--- src/rtl/datapath.sv ---
// datapath: single-bus register file (PC/IR/MAR/MDR/RY/R0/R1)
// with a combinational ALU whose result is captured in RZ.
//
// Ports:
//   clock          rising-edge clock
//   clear          async active-low reset of every register
//   pci..r1o       per-register in-strobes (*i) and out-strobes (*o)
//   *_immediate    external load values for PC, IR, MAR, MDR
//   pc, ir         reserved, ignored
//   bus            current bus value (combinational)
//   rz             registered ALU result
module datapath (
  input  logic        clock,
  input  logic        clear,
  input  logic        pci,
  input  logic        pco,
  input  logic        iri,
  input  logic        iro,
  input  logic        mari,
  input  logic        maro,
  input  logic        mdri,
  input  logic        mdro,
  input  logic        ryi,
  input  logic        ryo,
  input  logic        r0i,
  input  logic        r0o,
  input  logic        r1i,
  input  logic        r1o,
  input  logic [31:0] pc_immediate,
  input  logic [31:0] ir_immediate,
  input  logic [31:0] mar_immediate,
  input  logic [31:0] mdr_immediate,
  input  logic [31:0] pc,
  input  logic [31:0] ir,
  output logic [31:0] bus,
  output logic [31:0] rz
);

  localparam logic [4:0] OP_ADD  = 5'b00000;
  localparam logic [4:0] OP_SUB  = 5'b00001;
  localparam logic [4:0] OP_AND  = 5'b00010;
  localparam logic [4:0] OP_OR   = 5'b00011;
  localparam logic [4:0] OP_SHR  = 5'b00100;
  localparam logic [4:0] OP_SHRA = 5'b00101;
  localparam logic [4:0] OP_SHL  = 5'b00110;
  localparam logic [4:0] OP_ROR  = 5'b01000;
  localparam logic [4:0] OP_ROL  = 5'b01001;
  localparam logic [4:0] OP_NOT  = 5'b01010;
  localparam logic [4:0] OP_NEG  = 5'b01011;

  logic [31:0] r_pc;
  logic [31:0] r_ir;
  logic [31:0] r_mar;
  logic [31:0] r_mdr;
  logic [31:0] r_ry;
  logic [31:0] r_r0;
  logic [31:0] r_r1;
  logic [31:0] r_rz;

  logic [31:0] w_bus;
  logic [31:0] w_alu;
  logic        w_any_out;
  logic        w_rz_ld;
  logic [4:0]  w_op;
  logic [4:0]  w_sh;
  logic [5:0]  w_shc;
  logic [31:0] w_pc_d;
  logic [31:0] w_ir_d;
  logic [31:0] w_mar_d;
  logic [31:0] w_mdr_d;
  logic signed [31:0] w_ry_s;
  logic        w_unused;

  // pc/ir are reserved inputs with no function.
  assign w_unused = ^{pc, ir};

  assign w_any_out = pco | iro | maro | mdro |
                     ryo | r0o | r1o;

  always_comb begin
    w_bus = '0;
    priority case (1'b1)
      pco:     w_bus = r_pc;
      iro:     w_bus = r_ir;
      maro:    w_bus = r_mar;
      mdro:    w_bus = r_mdr;
      ryo:     w_bus = r_ry;
      r0o:     w_bus = r_r0;
      r1o:     w_bus = r_r1;
      default: w_bus = '0;
    endcase
  end

  assign bus = w_bus;
  assign rz  = r_rz;

  // Memory-facing registers fall back to their
  // immediate when nothing drives the bus.
  assign w_pc_d  = w_any_out ? w_bus : pc_immediate;
  assign w_ir_d  = w_any_out ? w_bus : ir_immediate;
  assign w_mar_d = w_any_out ? w_bus : mar_immediate;
  assign w_mdr_d = w_any_out ? w_bus : mdr_immediate;

  assign w_op   = r_ir[31:27];
  assign w_sh   = w_bus[4:0];
  // Complementary rotate amount; 32 shifts out to 0,
  // so a zero amount leaves A unchanged.
  assign w_shc  = 6'd32 - {1'b0, w_sh};
  assign w_ry_s = r_ry;

  always_comb begin
    w_alu = w_bus;
    unique case (w_op)
      OP_ADD:  w_alu = r_ry + w_bus;
      OP_SUB:  w_alu = r_ry - w_bus;
      OP_AND:  w_alu = r_ry & w_bus;
      OP_OR:   w_alu = r_ry | w_bus;
      OP_SHR:  w_alu = r_ry >> w_sh;
      OP_SHRA: w_alu = w_ry_s >>> w_sh;
      OP_SHL:  w_alu = r_ry << w_sh;
      OP_ROR:  w_alu = (r_ry >> w_sh) |
                       (r_ry << w_shc);
      OP_ROL:  w_alu = (r_ry << w_sh) |
                       (r_ry >> w_shc);
      OP_NOT:  w_alu = ~w_bus;
      OP_NEG:  w_alu = 32'd0 - w_bus;
      default: w_alu = w_bus;
    endcase
  end

  // RY load marks operand setup, not an operation.
  assign w_rz_ld = (r0o | r1o) & ~ryi;

  // A register both driving and loading keeps its value.
  always_ff @(posedge clock or negedge clear) begin
    if (!clear) begin
      r_pc  <= '0;
      r_ir  <= '0;
      r_mar <= '0;
      r_mdr <= '0;
      r_ry  <= '0;
      r_r0  <= '0;
      r_r1  <= '0;
      r_rz  <= '0;
    end else begin
      if (pci  && !pco)  r_pc  <= w_pc_d;
      if (iri  && !iro)  r_ir  <= w_ir_d;
      if (mari && !maro) r_mar <= w_mar_d;
      if (mdri && !mdro) r_mdr <= w_mdr_d;
      if (ryi  && !ryo)  r_ry  <= w_bus;
      if (r0i  && !r0o)  r_r0  <= w_bus;
      if (r1i  && !r1o)  r_r1  <= w_bus;
      if (w_rz_ld)       r_rz  <= w_alu;
    end
  end

endmodule

--- config.mk ---
export PLATFORM = sky130hd
export DESIGN_NAME = datapath
export DESIGN_NICKNAME = d
export VERILOG_FILES = /design/src/rtl/datapath.sv
export SDC_FILE = /design/constraint.sdc
export NUM_CORES = 1
export LEC_CHECK = 0
export ABC_AREA = 1
export BUFFER_PORTS_ARGS = -buffer_cell sky130_fd_sc_hd__clkbuf_2
export CELL_PAD_IN_SITES_DETAIL_PLACEMENT = 1
export CELL_PAD_IN_SITES_GLOBAL_PLACEMENT = 2
export CORE_UTILIZATION = 32
export CTS_CLUSTER_SIZE = 40
export DETAILED_ROUTE_END_ITERATION = 8
export GPL_TIMING_DRIVEN = 0
export PLACE_DENSITY = 0.88
export SLEW_MARGIN = 20
export SYNTH_ARGS = -nofsm -noshare
export SYNTH_HDL_FRONTEND = slang
export SYNTH_SLANG_ARGS = --single-unit
--- constraint.sdc ---
create_clock -name clock -period 4.23 [get_ports clock]
set_clock_uncertainty 0.2 [all_clocks]
set_input_delay 0.846 -clock clock [delete_from_list [all_inputs] [get_ports clock]]
set_output_delay 0.846 -clock clock [all_outputs]
set_load 0.1 [all_outputs]
==> flow_metrics.tcl, run 1 <==
set metrics [dict create \
    status "finished, violations left" \
    violations "negative setup slack" \
    vias 33400 \
    placementRows 101 \
    start_util 0.323 \
    port_buffers 203 \
    cp.depth 20 \
    cts_num_sinks 256 \
    hpwl_mm 140 \
    cts-buffers-inserted 29 \
    core_um2 75900 \
    path_clk_slew_ns 0.06 \
    rsz0062_at_grt "true" \
    ys_ff_latch 256 \
    ys_warn_count 0 \
    synth_area_um2 24500 \
    clk_latency_ns 0.61 \
    vias_per_cell 6.23 \
    power.density_nw_per_um2 580 \
    hp-class "reg -> reg" \
    clock_path_buffers 3 \
    r2r_end "rz[31]" \
    grt_pass1_vias 32400 \
    ys.flop_type "dfrtp_1" \
    cp_slowest_cell "a221oi_4" \
    dr.pass1.iters 6 \
    reg2reg_setup_slack_ns -0.04 \
    hold_viol_final 0 \
    critPathMostFrequentCell "nand2_1" \
    drt-total-wl_mm 177 \
    fin_ws_ns -0.0904 \
    slew_violations 0 \
    synthCells 4008 \
    synth_commonest_cells "1226 x nand2_1, 719 x nand3_1, 333 x nor2_1" \
    yosysTopAreaCell "dfrtp_1" \
    synth_top_family_by_area "simple AND/OR/NAND/NOR gates" \
    seqCellArea_um2 6410 \
    power_leakage_nw 13.5 \
    die_area_um2 77800 \
    gr-usage-all-layers 0.440 \
    die_w_um 279 \
    fmax_mhz 231 \
    synth-edff-count 0 \
    critPathRequiredTime_ns 4.52 \
    path_delay_family "compound AO/OA/AOI/OAI gates" \
    synth_top_area_frac 0.261 \
    syn-num-nets 4313 \
    synth-compound-area-share 0.181 \
    cts_htree_levels 1 \
    ff2ff_path_depth 16 \
    holdPathStages 2 \
    area_growth_pct 23.8 \
    drive_gt1_frac 0.175 \
    yosysMostFrequentCell "nand2_1" \
    critPathLaunch "iro" \
    maxCapViolCount 0 \
    synthXorXnorAreaFrac 0.00795 \
    ant_nets 0 \
    hold_ws_ns 0.279 \
    fin_area_um2 30400 \
    wl_per_cell_um 32.9 \
    cp_max_fo 10 \
    fin_util 0.400 \
    synthAdderAreaFrac 0.0501 \
    max_stage_delay_ns 0.40 \
    rr_startpoint "r_ry[27]" \
    cp.arrival_ns 4.61 \
    antenna_found_initial 10 \
    grt_pass1_wl_mm 244 \
    tightest_slew_ns 1.15 \
    syn_avg_cell_area_um2 6.12 \
    fin_crit_sh 1.02 \
    synth_mux_area_frac 0 \
    drtIter0Drc 4057 \
    synth-simple-area-share 0.420 \
    fin_crit_ns 4.32 \
    relSlewSlack 0.230 \
    endpoint "rz[12]" \
    yosysUniqueCellTypes 58 \
    io_pins 272 \
    drc_errors 0 \
    seq_area_frac_synth 0.261 \
    die_h_um 279 \
    synthArstFlopShare 1.00 \
    tns_ns -0.324 \
    cts_tree "built" \
    power.total_mw 17.6 \
    criticalPathCategory "in -> reg" \
    dpl_cell_area_um2 27300 \
    netlist_top_cells_area "dfrtp_1 26%, nand2_1 19%, nand3_1 15%" \
    fill_cells 9977 \
    critPathCaptureType "flop" \
    nNetsFinal 4621 \
    crit_path_start_kind "input port" \
    gp_congestion 1.13 \
    clock-root-buffer "clkbuf_16" \
    path_cells "buf_4 -> clkbuf_4 -> clkbuf_8 -> a221oi_4 -> nand2_1 -> o21ai_4 -> buf_12 -> inv_1 -> ha_1 -> a21oi_2 -> o21ai_1 -> nand2_1 -> nand3_2 -> o21ai_0 -> o211ai_1 -> nand3b_1 -> nor2_2 -> nand3b_1 -> nand2_2 -> nand2_1" \
    ir_drop_v 0.000402 \
    crit_buf_inv 5 \
    multi_input_area_um2 17300 \
    gr-total-overflow 0 \
    grt_max_degree 86 \
    setup_viol 10 \
]
where the power goes:
part,internal (mW),switching (mW),total (mW)
Clock,1.43,1.14,2.57
Combinational,3.01,8.69,11.7
Sequential,2.94,0.412,3.36
Total,7.39,10.2,17.6
tightest hold or removal path, delay by kind of cell, from the launching register on:
family           cells  cell delay [ns]
DFF                  1             0.34
and+or+nand+nor      2             0.11
registers in the layout, indices dropped and copies added, names as in the netlist:
name / flops
r_ir: 32
r_mar: 32
r_mdr: 32
r_pc: 32
r_r0: 32
r_r1: 32
r_ry: 32
rz: 32
layout by cell type (no fill, tap or decap), drive strengths merged, types with 36 or more instances in the layout:
| master | n |
|---|---|
| o21ai | 267 |
| dfrtp | 256 |
| nand3 | 720 |
| buf | 205 |
| o211ai | 36 |
| nand2 | 1241 |
| ha | 95 |
| inv | 195 |
| clkbuf | 370 |
| nor2 | 342 |
| a21oi | 212 |
| a31oi | 128 |
metal layers:
| metal | share of wire | GRT usage |
|---|---|---|
| met5 | 0.0016 | 0 |
| met4 | 0.086 | 0.315 |
| met3 | 0.095 | 0.0926 |
| met2 | 0.42 | 0.667 |
| met1 | 0.39 | 0.554 |
area by class of cell:
cell class | count | share of cell area
plain buffers | 256 | 0.0572
clock inverters | 10 | 0.00329
flip-flops and latches | 256 | 0.211
multi-input cells | 3279 | 0.570
repair buffers | 278 | 0.0572
inverters | 216 | 0.0306
well taps | 1030 | 0.0424
clock buffers | 42 | 0.0275
diodes | 6 | 0.000494
cell families after synthesis:
| group | count (synthesis) |
|---|---|
| and+or+nand+nor | 2402 |
| AOI/OAI and AO/OA | 762 |
| adders and majority gates | 97 |
| xor gates and xnor gates | 18 |
| DFF | 256 |
| buffers and inverters | 473 |
worst min path at each step:
stage / end / startpoint / slack [ns]
2_1_floorplan: r_r0[29] / r_r0[29] / 0.25
3_3_place_gp: rz[22] / rz[22] / 0.26
3_5_place_dp: rz[4] / rz[4] / 0.27
4_1_cts: r_mar[2] / mar_immediate[2] / 0.26
5_1_grt: r_mar[1] / mar_immediate[1] / 0.29
6_report: rz[4] / rz[4] / 0.28
stage by stage:
stage,worst slack [ns],cells
floorplan,-0.0259,4008
global placement,-3.46,5241
detailed placement,-2.09,5244
CTS,-0.0565,5321
global route,-0.0702,5369
finish,-0.0904,5373
what timing repair did:
| item | 4_1_cts | 5_1_grt |
|---|---|---|
| endpoints found under the setup margin | 53 | 40 |
| gates resized for setup | 252 | 221 |
| setup buffers | 25 | 43 |
| hold buffers | 1 | 0 |
| hold endpoints to repair | 40 | 0 |
| gates cloned | 0 | 3 |
| pin swaps | 14 | 45 |
(Power assumes the default switching activity.)
==> run 2, diff against run 1 <==
==> constraint.sdc (replaced) <==
create_clock -name clock -period 4.23 [get_ports clock]
set_clock_uncertainty 0.2 [all_clocks]
set_input_delay 0.423 -clock clock [delete_from_list [all_inputs] [get_ports clock]]
set_output_delay 0.423 -clock clock [all_outputs]
set_load 0.1 [all_outputs]
==> run 2 against run 1 <==
Net effect: the flow still finishes with violations (negative setup slack); cell count is 1.9% higher; first-iteration DRC count is 0.44% lower; wire length is 3.9% higher; clock power hardly changed; via count is 2.6% higher; final area is 0.45% higher; global-route usage is 2.0 points higher; critical path type unchanged; largest cell class unchanged; largest power group unchanged.
==> flow_metrics.tcl, run 2 (same netlist as run 1, synthesis figures left out) <==
set metrics [dict create \
    stdcell_count 5475 \
    vias 34300 \
    hpwl_mm 144 \
    cts_htree_levels 1 \
    cp_max_fo 11 \
    die_w_um 279 \
    relSlewSlack 0.211 \
    nNetsFinal 4719 \
    clock-root-buffer "clkbuf_16" \
    fin_util 0.402 \
    ff2ff_path_depth 15 \
    final_cell_mix "1217 x nand2_1, 713 x nand3_1, 317 x nor2_1" \
    ir_drop_v 0.000415 \
    power_switching_share 0.589 \
    fmax_mhz 232 \
    power.switching_mw 10.3 \
    grt_pass1_vias 33700 \
    grt_pass1_wl_mm 254 \
    setup_viol 5 \
    die_area_um2 77800 \
    vias_per_cell 6.27 \
    cts-buffers-inserted 29 \
    hold_viol_final 0 \
    hp-class "in -> async" \
    drtIter0Drc 4039 \
    dp.cells 5244 \
    fin_crit_sh 1.02 \
    port_buffers 203 \
    grt_max_degree 89 \
    drive_gt1_frac 0.144 \
    p_int_mw 7.17 \
    reg2reg_setup_slack_ns -0.06 \
    drt-total-wl_mm 184 \
    die_h_um 279 \
    power_frac_seq 0.193 \
    power.density_nw_per_um2 571 \
    cts_num_sinks 256 \
    antenna_found_initial 11 \
    gr-total-overflow 0 \
    area_growth_pct 24.4 \
    slew_violations 0 \
    gr-usage-all-layers 0.459 \
    fin_ws_ns -0.0722 \
    start_util 0.323 \
    path_clk_slew_ns 0.06 \
    clkPwrFrac 0.147 \
    clock_path_buffers 3 \
    io_pins 272 \
    hold_ws_ns 0.0571 \
    crit_path_start_kind "input port" \
    cts_tree "built" \
    final_common_cell "nand2_1" \
    cp.arrival_ns 4.59 \
    critPathCaptureType "flop" \
    violations "negative setup slack" \
    status "finished, violations left" \
    clk_latency_ns 0.62 \
    drc_errors 0 \
    ant_nets 0 \
    placementRows 101 \
    p_comb_frac 0.660 \
    dr.pass1.iters 6 \
    maxCapViolCount 0 \
    critPathRequiredTime_ns 4.52 \
    wl_per_cell_um 33.6 \
    core_um2 75900 \
    gp_congestion 1.11 \
    rr_startpoint "r_pc[0]" \
    tightest_slew_ns 1.18 \
    criticalPathCategory "in -> reg" \
    tns_ns -0.243 \
    fin_crit_ns 4.30 \
    r2r_end "rz[18]" \
    power_leakage_nw 13.7 \
]
run 2: through the flow:
stage	power (mW)	cell area (um^2)	setup WS, ns
2_1_floorplan	9.49	24600	0.0233
3_3_place_gp	13.6	26900	-3.09
3_5_place_dp	13.6	27000	-2.03
4_1_cts	16.6	30000	-0.000810
5_1_grt	17.9	30500	-0.0554
6_report	17.4	30500	-0.0722
run 2: what timing repair did:
action                                  4_1_cts  5_1_grt
endpoints found under the setup margin       43       31
pin swaps                                     5       15
setup buffers                                24       17
gates resized for setup                     220      143
hold buffers                                129        0
hold endpoints to repair                    314        0
run 2: final cells by class:
cell class	instances	area, um^2
clock inverters	8	70.1
well taps	1030	1290
clock buffers	44	852
repair buffers	376	2710
inverters	216	928
flip-flops and latches	256	6410
diodes	10	25.0
plain buffers	256	1530
multi-input cells	3279	16700
fillers	9994	45400
run 2: worst max-delay path: stages:
cell,delay [ns]
buf_2,0.27
clkbuf_1,0.67
a221oi_1,0.18
nand2_1,0.18
o21ai_4,0.15
clkbuf_8,0.23
ha_2,0.40
nand2_1,0.10
nor2_1,0.19
nor3b_4,0.26
nand2_1,0.07
nand3_1,0.12
a21oi_1,0.08
o21ai_0,0.09
o211ai_1,0.30
nand3b_1,0.35
nor2_2,0.20
nand3b_1,0.10
nand2_1,0.12
nand2_1,0.07
run 2: worst max path at each step:
stage	from	to	slack (ns)	cells after the start
after global placement	clear	rz[4]	-3.09	1
after floorplan	r0o	rz[31]	0.02	21
after global routing	r_ry[1]	rz[21]	-0.06	23
after detailed placement	mdro	rz[14]	-2.03	24
after CTS	r_ry[1]	rz[21]	-0.0008	22
final	pco	rz[12]	-0.07	20
run 2: power groups by stage:
stage	clock network, mW	registers [mW]	logic (mW)
2_1_floorplan	0	3.86	5.64
3_3_place_gp	0	3.31	10.2
3_5_place_dp	0	3.33	10.3
4_1_cts	2.56	3.32	10.7
5_1_grt	2.64	3.39	11.9
6_report	2.57	3.36	11.5
run 2: routing by layer:
| metal | part of all wire | wire [um] | global-route usage | vias up |
|---|---|---|---|---|
| met5 | 0.00022 | 41 | 0 | - |
| met4 | 0.093 | 17100 | 0.343 | 6 |
| met3 | 0.095 | 17400 | 0.100 | 766 |
| met2 | 0.43 | 79400 | 0.716 | 2277 |
| met1 | 0.38 | 69900 | 0.555 | 16800 |
| li1 | - | - | - | 14500 |
